## config.mk

```make
export PLATFORM = sky130hd
export DESIGN_NAME = tt_spi_ram_ctrl
export DESIGN_NICKNAME = d
export VERILOG_FILES = /design/src/rtl/tt_spi_pkg.sv /design/src/rtl/tt_spi_clkgen.sv /design/src/rtl/tt_spi_ram_ctrl.sv
export SDC_FILE = /design/constraint.sdc
export NUM_CORES = 1
export LEC_CHECK = 0
export CORE_MARGIN = 5
export CORE_UTILIZATION = 45
export DETAILED_ROUTE_END_ITERATION = 6
export PLACE_DENSITY = 0.72
export SLEW_MARGIN = 20
export SYNTH_ARGS = -nofsm -noshare
export SYNTH_HDL_FRONTEND = slang
export SYNTH_HIERARCHICAL = 1
export SYNTH_SLANG_ARGS = --single-unit
```

## constraint.sdc

```tcl
create_clock -name clk -period 3.1 [get_ports clk]
set_clock_uncertainty 0.2 [all_clocks]
set_input_delay 0.465 -clock clk [delete_from_list [all_inputs] [get_ports clk]]
set_output_delay 0.465 -clock clk [all_outputs]
set_load 0.05 [all_outputs]
```

## src/rtl/tt_spi_pkg.sv

```systemverilog
// Shared types and constants for the TT SPI RAM controller.
package tt_spi_pkg;

  typedef enum logic [1:0] {
    IDLE  = 2'd0,
    SHIFT = 2'd1,
    DONE  = 2'd2
  } state_e;

  localparam logic [7:0] CMD_READ  = 8'h03;
  localparam logic [7:0] CMD_WRITE = 8'h02;

  localparam int PIN_CS_N = 0;
  localparam int PIN_MOSI = 1;
  localparam int PIN_MISO = 2;
  localparam int PIN_SCLK = 3;

  localparam logic [7:0] UIO_OE_MASK = 8'h0B;

endpackage

```

## src/rtl/tt_spi_clkgen.sv

```systemverilog
// SCLK generator: HALF_DIV clk cycles per SCLK half-period while run is high.
// rise_tick/fall_tick flag the clk edge on which SCLK will go 0->1 / 1->0.
module tt_spi_clkgen #(
  parameter int HALF_DIV = 1
) (
  input  logic clk,
  input  logic rst,
  input  logic run,
  input  logic clear,
  output logic sclk,
  output logic rise_tick,
  output logic fall_tick
);

  localparam logic [3:0] DIV_LAST = 4'(HALF_DIV - 1);

  logic [3:0] div_q, div_d;
  logic       sclk_q, sclk_d;
  logic       phase_end;

  assign phase_end = run && (div_q == DIV_LAST);
  assign rise_tick = phase_end && !sclk_q;
  assign fall_tick = phase_end && sclk_q;
  assign sclk      = sclk_q;

  // Divider advance and SCLK toggle at the end of each half-period.
  always_comb begin
    div_d  = div_q;
    sclk_d = sclk_q;
    if (clear || !run) begin
      div_d  = 4'd0;
      sclk_d = 1'b0;
    end else if (phase_end) begin
      div_d  = 4'd0;
      sclk_d = !sclk_q;
    end else begin
      div_d = div_q + 4'd1;
    end
  end

  // Divider and SCLK phase registers.
  always_ff @(posedge clk or posedge rst) begin
    if (rst) begin
      div_q  <= 4'd0;
      sclk_q <= 1'b0;
    end else begin
      div_q  <= div_d;
      sclk_q <= sclk_d;
    end
  end

endmodule

```

## src/rtl/tt_spi_ram_ctrl.sv

```systemverilog
// Single-byte SPI RAM controller (mode 0) driving the TT uio pins.
// One frame = {cmd, addr, data}, MSB first; read byte is the last 8 MISO samples.
module tt_spi_ram_ctrl
  import tt_spi_pkg::*;
#(
  parameter int HALF_DIV  = 1,
  parameter int ADDR_BITS = 24
) (
  input  logic                 clk,
  input  logic                 rst,
  input  logic                 ena,
  input  logic                 req_valid,
  output logic                 req_ready,
  input  logic                 req_write,
  input  logic [ADDR_BITS-1:0] req_addr,
  input  logic [7:0]           req_wdata,
  output logic                 rsp_valid,
  output logic [7:0]           rsp_rdata,
  output logic                 busy,
  input  logic [7:0]           uio_in,
  output logic [7:0]           uio_out,
  output logic [7:0]           uio_oe
);

  localparam int         N        = 16 + ADDR_BITS;
  localparam logic [5:0] LAST_BIT = 6'(N - 1);

  state_e         state_q, state_d;
  logic [N-1:0]   shift_q, shift_d;
  logic [5:0]     bit_q, bit_d;
  logic [7:0]     rx_q, rx_d;
  logic [7:0]     rdata_q, rdata_d;
  logic           wr_q, wr_d;
  logic           accept, last_fall;
  logic           sclk, rise_tick, fall_tick;
  logic           unused_uio_in;

  // Only MISO is used from the pad inputs.
  assign unused_uio_in = ^{uio_in[7:3], uio_in[1:0]};

  assign req_ready = (state_q == IDLE) && ena && !rst;
  assign accept    = req_valid && req_ready;
  assign last_fall = fall_tick && (bit_q == 6'd0);

  tt_spi_clkgen #(.HALF_DIV(HALF_DIV)) u_clkgen (
    .clk       (clk),
    .rst       (rst),
    .run       (state_q == SHIFT),
    .clear     (accept),
    .sclk      (sclk),
    .rise_tick (rise_tick),
    .fall_tick (fall_tick)
  );

  // State register plus frame datapath registers.
  always_ff @(posedge clk or posedge rst) begin
    if (rst) begin
      state_q <= IDLE;
      shift_q <= '0;
      bit_q   <= 6'd0;
      rx_q    <= 8'h00;
      rdata_q <= 8'h00;
      wr_q    <= 1'b0;
    end else begin
      state_q <= state_d;
      shift_q <= shift_d;
      bit_q   <= bit_d;
      rx_q    <= rx_d;
      rdata_q <= rdata_d;
      wr_q    <= wr_d;
    end
  end

  // Next-state: the frame ends on the falling edge after the last bit's high phase.
  always_comb begin
    state_d = state_q;
    unique case (state_q)
      IDLE:    if (accept) state_d = SHIFT;
      SHIFT:   if (last_fall) state_d = DONE;
      DONE:    state_d = IDLE;
      default: state_d = IDLE;
    endcase
  end

  // Frame capture, MOSI shift on SCLK fall, MISO sample on SCLK rise.
  always_comb begin
    shift_d = shift_q;
    bit_d   = bit_q;
    rx_d    = rx_q;
    rdata_d = rdata_q;
    wr_d    = wr_q;
    if (accept) begin
      wr_d    = req_write;
      shift_d = {(req_write ? CMD_WRITE : CMD_READ), req_addr, req_wdata};
      bit_d   = LAST_BIT;
      rx_d    = 8'h00;
    end else if (state_q == SHIFT) begin
      if (rise_tick) begin
        rx_d = {rx_q[6:0], uio_in[PIN_MISO]};
      end
      if (fall_tick) begin
        shift_d = {shift_q[N-2:0], 1'b0};
        if (bit_q != 6'd0) begin
          bit_d = bit_q - 6'd1;
        end
      end
      if (last_fall) begin
        rdata_d = wr_q ? 8'h00 : rx_q;
      end
    end
  end

  // Pin and status outputs decoded from the current state.
  always_comb begin
    uio_out           = 8'h00;
    uio_out[PIN_CS_N] = (state_q != SHIFT);
    uio_out[PIN_MOSI] = (state_q == SHIFT) && shift_q[N-1];
    uio_out[PIN_SCLK] = sclk;
    rsp_valid         = (state_q == DONE);
    busy              = (state_q != IDLE);
  end

  assign uio_oe    = UIO_OE_MASK;
  assign rsp_rdata = rdata_q;

endmodule

```

# ---- Yosys cells after proc, flatten, opt, wreduce, memory -nomap -nowiden
# Cells that the tools add are included.
dict set report word_totals {
  register_bits 70
  latchBits 0
  ramBits 0
  mem_bits_ro 0
  inputBits 45
  output_inout_bits 27
  elab_cells 62
  mem_count 0
}
dict set report classes {
  n_addsub 2
  n_mul 0
  div_mod_pow 0
  n_lt_le_gt_ge 0
  eq_ne 5
  shift 0
  mux 19
  bitwise_logic 1
  n_reduce_logical 27
}
# cell count
set op_table {}
lappend op_table {{$mux 40} 3}
lappend op_table {{$mux 8} 4}
lappend op_table {{$mux 6} 4}
lappend op_table {{$reduce_bool 2->1} 6}
lappend op_table {{$logic_and 1x1->1} 8}
lappend op_table {{$mux 4} 2}
lappend op_table {{$logic_not 6->1} 1}
lappend op_table {{$reduce_and 2->1} 3}
lappend op_table {{$reduce_and 3->1} 2}
lappend op_table {{$reduce_bool 6->1} 1}
lappend op_table {{$sub 6x1->6 const B} 1}
lappend op_table {{$add 4x1->4 const B} 1}
lappend op_table {{$logic_not 4->1} 1}
lappend op_table {{$mux 2} 2}
lappend op_table {{$ne 2x1->1 const B} 2}
lappend op_table {{$pmux 2 s2} 1}
lappend op_table {{$logic_not 1->1} 3}
lappend op_table {{$mux 1} 3}
lappend op_table {{$eq 2x1->1 const B} 1}
lappend op_table {{$eq 2x2->1 const B} 1}
lappend op_table {{$logic_not 2->1} 1}
lappend op_table {{$ne 2x2->1 const B} 1}
lappend op_table {{$logic_or 1x1->1} 1}
lappend op_table {{$not 1->1} 1}

# ---- Depth between registers and ports, before layout
dict set report logic_depth {
  depth_word 6
  ltp_mapped 9
  depth_no_buf 8
}

# ---- Hierarchy
# The synthesis kept the hierarchy.
# mod instances cells_per_inst area_each_um2 seq_area_each_um2
set by_module_without_submodules {}
lappend by_module_without_submodules {tt_spi_ram_ctrl 1 307 3189.3 1626.6}
lappend by_module_without_submodules {tt_spi_clkgen 1 27 267.8 125.1}

# ---- Worst setup path before layout
# Ideal clock, no wire load.
dict set report synth_timing {
  path_kind {register to register}
  startpoint {register state_q[0]}
  endpoint {register rdata_q[0] (netlist: rsp_rdata[0])}
  setup_ps 125
  arrival_ps 2044
  required_ps 2775
  setup_slack_ps 731
  stages_incl_launch_ff 8
  n_path_buf 2
  synth_period_minus_slack_ps 2369
  cell_sequence {dfrtp_1 -> nor2b_1 -> clkbuf_1 -> and3_1 -> nand3b_1 -> or3_4 -> buf_6 -> mux2_4}
}
dict set report synth_via {
  word_cells_on_any_way 10
  classes_between {eq/ne: 1; bitwise: 1; reduce/logical: 8}
}
# item line_no
set synth_lines {}
lappend synth_lines {{start, declared} tt_spi_ram_ctrl.sv:28} ;# state_e state_q, state_d;
lappend synth_lines {{start signal, assigned} tt_spi_ram_ctrl.sv:65} ;# state_q <= state_d;
lappend synth_lines {{$eq 2x1->1} tt_spi_ram_ctrl.sv:48} ;# .run (state_q == SHIFT),
lappend synth_lines {{$logic_and 1x1->1} tt_spi_clkgen.sv:21} ;# assign phase_end = run && (div_q == DIV_LAST);
lappend synth_lines {{$logic_and 1x1->1} tt_spi_clkgen.sv:23} ;# assign fall_tick = phase_end && sclk_q;
lappend synth_lines {{net fall_tick} tt_spi_ram_ctrl.sv:35} ;# logic sclk, rise_tick, fall_tick;
lappend synth_lines {{$logic_and 1x1->1} tt_spi_ram_ctrl.sv:43} ;# assign last_fall = fall_tick && (bit_q == 6'd0);
lappend synth_lines {{$reduce_and 3->1 (no source line)} -}
lappend synth_lines {{end signal, assigned} tt_spi_ram_ctrl.sv:69} ;# rdata_q <= rdata_d;
lappend synth_lines {{end, declared} tt_spi_ram_ctrl.sv:32} ;# logic [7:0] rdata_q, rdata_d;
# The timed path passes the listed nets, and every way through them passes these cells.
# A chain may end at the register's enable or synchronous reset.

# ---- Worst setup path in the final report
dict set report layout_timing {
  startpoint {register state_q[0]}
  endpoint {output port uio_out[1]}
}
dict set report layout_via {
  elab_chain_cells 2
}
# item line_no
set layout_rtl {}
lappend layout_rtl {{$eq 2x1->1} tt_spi_ram_ctrl.sv:117} ;# uio_out[PIN_MOSI] = (state_q == SHIFT) && shift_q[N-1];
lappend layout_rtl {{$logic_and 1x1->1} tt_spi_ram_ctrl.sv:117}
lappend layout_rtl {{end, declared} tt_spi_ram_ctrl.sv:21} ;# output logic [7:0] uio_out,
# Every way passes these cells.

==> flow_summary.toml <==
[layout]
layout_common_cells = "70 x dfrtp_1, 50 x clkdlybuf4s50_1, 40 x nand3_1"
area_delta_synth_final_pct = 21.8
finalNetCount = 429
drive_above_1_share = 0.102
fill_cells = 687
layoutNonFillerInstCount = 486
final_cell_area_sq_um = 4210
num_antenna_cells = 0
layout_commonest_cell = "dfrtp_1"

[cts]
cts-buffers-inserted = 9
clk_root_buffer_cell = "clkbuf_8"
clk_pin_slew_ns = 0.07
htree_levels = 3
cts_buffer_depth = 2
cts_resized = 0
cts_tree = "yes"
cts_setup_buffers = 0
cts_hold_buf = 0
clkSinkCount = 70
clkLatencyLatePin_ns = 0.33

[status]
status = "completed"

[drt]
via_count = 2431
maxUsedRoutingLayer = "met4"
ant_nets = 0
dr.pass1.iters = 4
wl_met3_um = 310
via_per_inst = 5.00
wl_mm = 6.46
first_iter_violations = 88
drt-met1-wl_mm = 2.95
post-route-drc-count = 0
met2_length_mm = 3.15
wl_per_cell_um = 13.3

[placement]
post_dp_cell_area_sq_um = 4030
post-place-cells = 471
place_congestion = 0.733
io_buffers = 51
dp_hpwl_mm = 4.65

[logic_synthesis]
synth_cells = 334
yosys_warnings = 6
synth-main-ff-cell = "dfrtp_1"
synth-seq-cells = 70
muxShareOfSynthArea = 0.142
syn_area_sq_um = 3460
synth_adder_area_share = 0.0145
synth-async-reset-ratio = 1.00
synth-xor-area-share = 0.00507
synth_compound_area_frac = 0.0952
yosysSeqAreaShare = 0.507
synth_top_family_by_area = "simple AND/OR/NAND/NOR gates"
avgSynthCellArea_sq_um = 10.4
synth_cell_types = 39
synth_enable_flop_cells = 0
synthSimpleGateAreaFrac = 0.156

[timing]
relSlewSlack = 0.615
setup_violations = 0
drv_slew = 0
fin_crit_ns = 2.76
finalCritPeriodShare = 0.889
rsz0062_at_grt = "false"
worst_slew_pin_slew_ns = 0.575
hold_viol_final = 0
setup_tns_ns = 0
max_freq_mhz = 363

[worst_setup_path]
crit_path_max_fanout = 7
critical_path_class = "reg -> out"
crit_arrival_ns = 2.09
crit_required_ns = 2.43
endpoint_kind = "output pin"
start_kind = "flop"

[global_route]
grt_max_degree = 47
track_usage = 0.143
antenna_found_initial = 0
grt_pass1_vias = 2447
grt_pass1_wl_mm = 11.2
grt_overflow = 0

[floorplanning]
die_h_um = 97.7
io_pins = 72
design.core.area_sq_um = 7610
fp-row-count = 32
start_util = 0.454
die_x_um = 97.7
die_area_sq_um = 9540

[power]
finalPower_w = 0.00176
p_leak_nw = 2.07
p_per_area_nw_per_um2 = 418
vdd_drop_max_v = 0.000300

[flow_run]
drv_cap = 0

[worst_hold_path]
hold_path_class = "in -> async"
## flip-flops by register name, summed over array words and instances, names as in the netlist
register        flops
rsp_rdata           8
rx_q                8
state_q             2
u_clkgen/sclk       1
u_clkgen/div_q      4
wr_q                1
bit_q               6
shift_q            40
## Yosys cell counts (all sizes together), types with 3 or more instances
cell type,number,share of area
mux2,9,0.038
clkbuf,10,0.012
nand3b,3,0.0065
nor3,4,0.0058
o211ai,3,0.0065
dfrtp,70,0.51
nor2,5,0.0054
o21ai,34,0.049
nand2b,4,0.0072
inv,13,0.014
nor2b,10,0.018
and2,3,0.0054
buf,26,0.052
nand3,40,0.058
a21oi,19,0.028
mux2i,36,0.10
ha,4,0.014
nand2,25,0.028
## layer usage
layer,vias to the layer above,track usage
met1,1156,0.181
met2,49,0.234
met3,7,0.0467
met4,0,0.0415
met5,-,0
li1,1219,-
## worst max-delay path: stages, from the launching register on
cell             delay [ns]
dfrtp_1                0.45
nor2b_1                0.33
and2_1                 0.18
clkdlybuf4s50_1        0.80
## layout make-up
class	count	area, sq um	share of cell area
Sequential cell	70	1750	0.416
Multi-Input combinational cell	226	1480	0.351
Timing Repair Buffer	60	626	0.149
Clock buffer	11	131	0.0312
Tap cell	102	128	0.0303
Clock inverter	4	48.8	0.0116
Inverter	13	48.8	0.0116
## cells by family after synthesis
kind of cell / count (synthesis)
other: 2
flip-flops: 70
multiplexers: 45
AO/OA/AOI/OAI: 60
buffers and inverters: 49
adder cells (fa/ha/maj): 4
AND/OR/NAND/NOR: 102
XOR/XNOR: 2
## per-stage QoR
step	hold slack, ns	utilization	worst slack [ns]
2_1_floorplan	0.0435	-	0.731
6_report	0.206	0.554	0.343
5_1_grt	0.225	0.554	0.173
3_3_place_gp	0.253	0.530	0.393
4_1_cts	0.206	0.554	0.264
3_5_place_dp	0.288	0.530	0.366
## final timing paths
| check | startpoint | end | slack (ns) | depth (start not counted) |
|---|---|---|---|---|
| worst max register to register | u_clkgen/div_q[0]$_DFF_PP0_ | rsp_rdata[4]$_DFFE_PP0P_ | 0.57 | 8 |
| worst max-delay path | state_q[0]$_DFFE_PP0P_ | uio_out[1] | 0.34 | 3 |
| min in group clk | bit_q[4]$_DFFE_PP0P_ | bit_q[4]$_DFFE_PP0P_ | 0.29 | 1 |
| worst min-delay path | rst | u_clkgen/div_q[1]$_DFF_PP0_ | 0.21 | 2 |
| worst min register to register | bit_q[4]$_DFFE_PP0P_ | bit_q[4]$_DFFE_PP0P_ | 0.29 | 1 |
| max in group asynchronous | rst | rx_q[0]$_DFFE_PP0P_ | 1.74 | 3 |
## power breakdown
| part | switching, W | internal (W) | total [W] |
|---|---|---|---|
| logic | 0.0000759 | 0.0000576 | 0.000133 |
| clock network | 0.000324 | 0.000367 | 0.000691 |
| registers | 0.00000885 | 0.000927 | 0.000936 |
| total | 0.000409 | 0.00135 | 0.00176 |
Power figures use the tool's default switching activity.
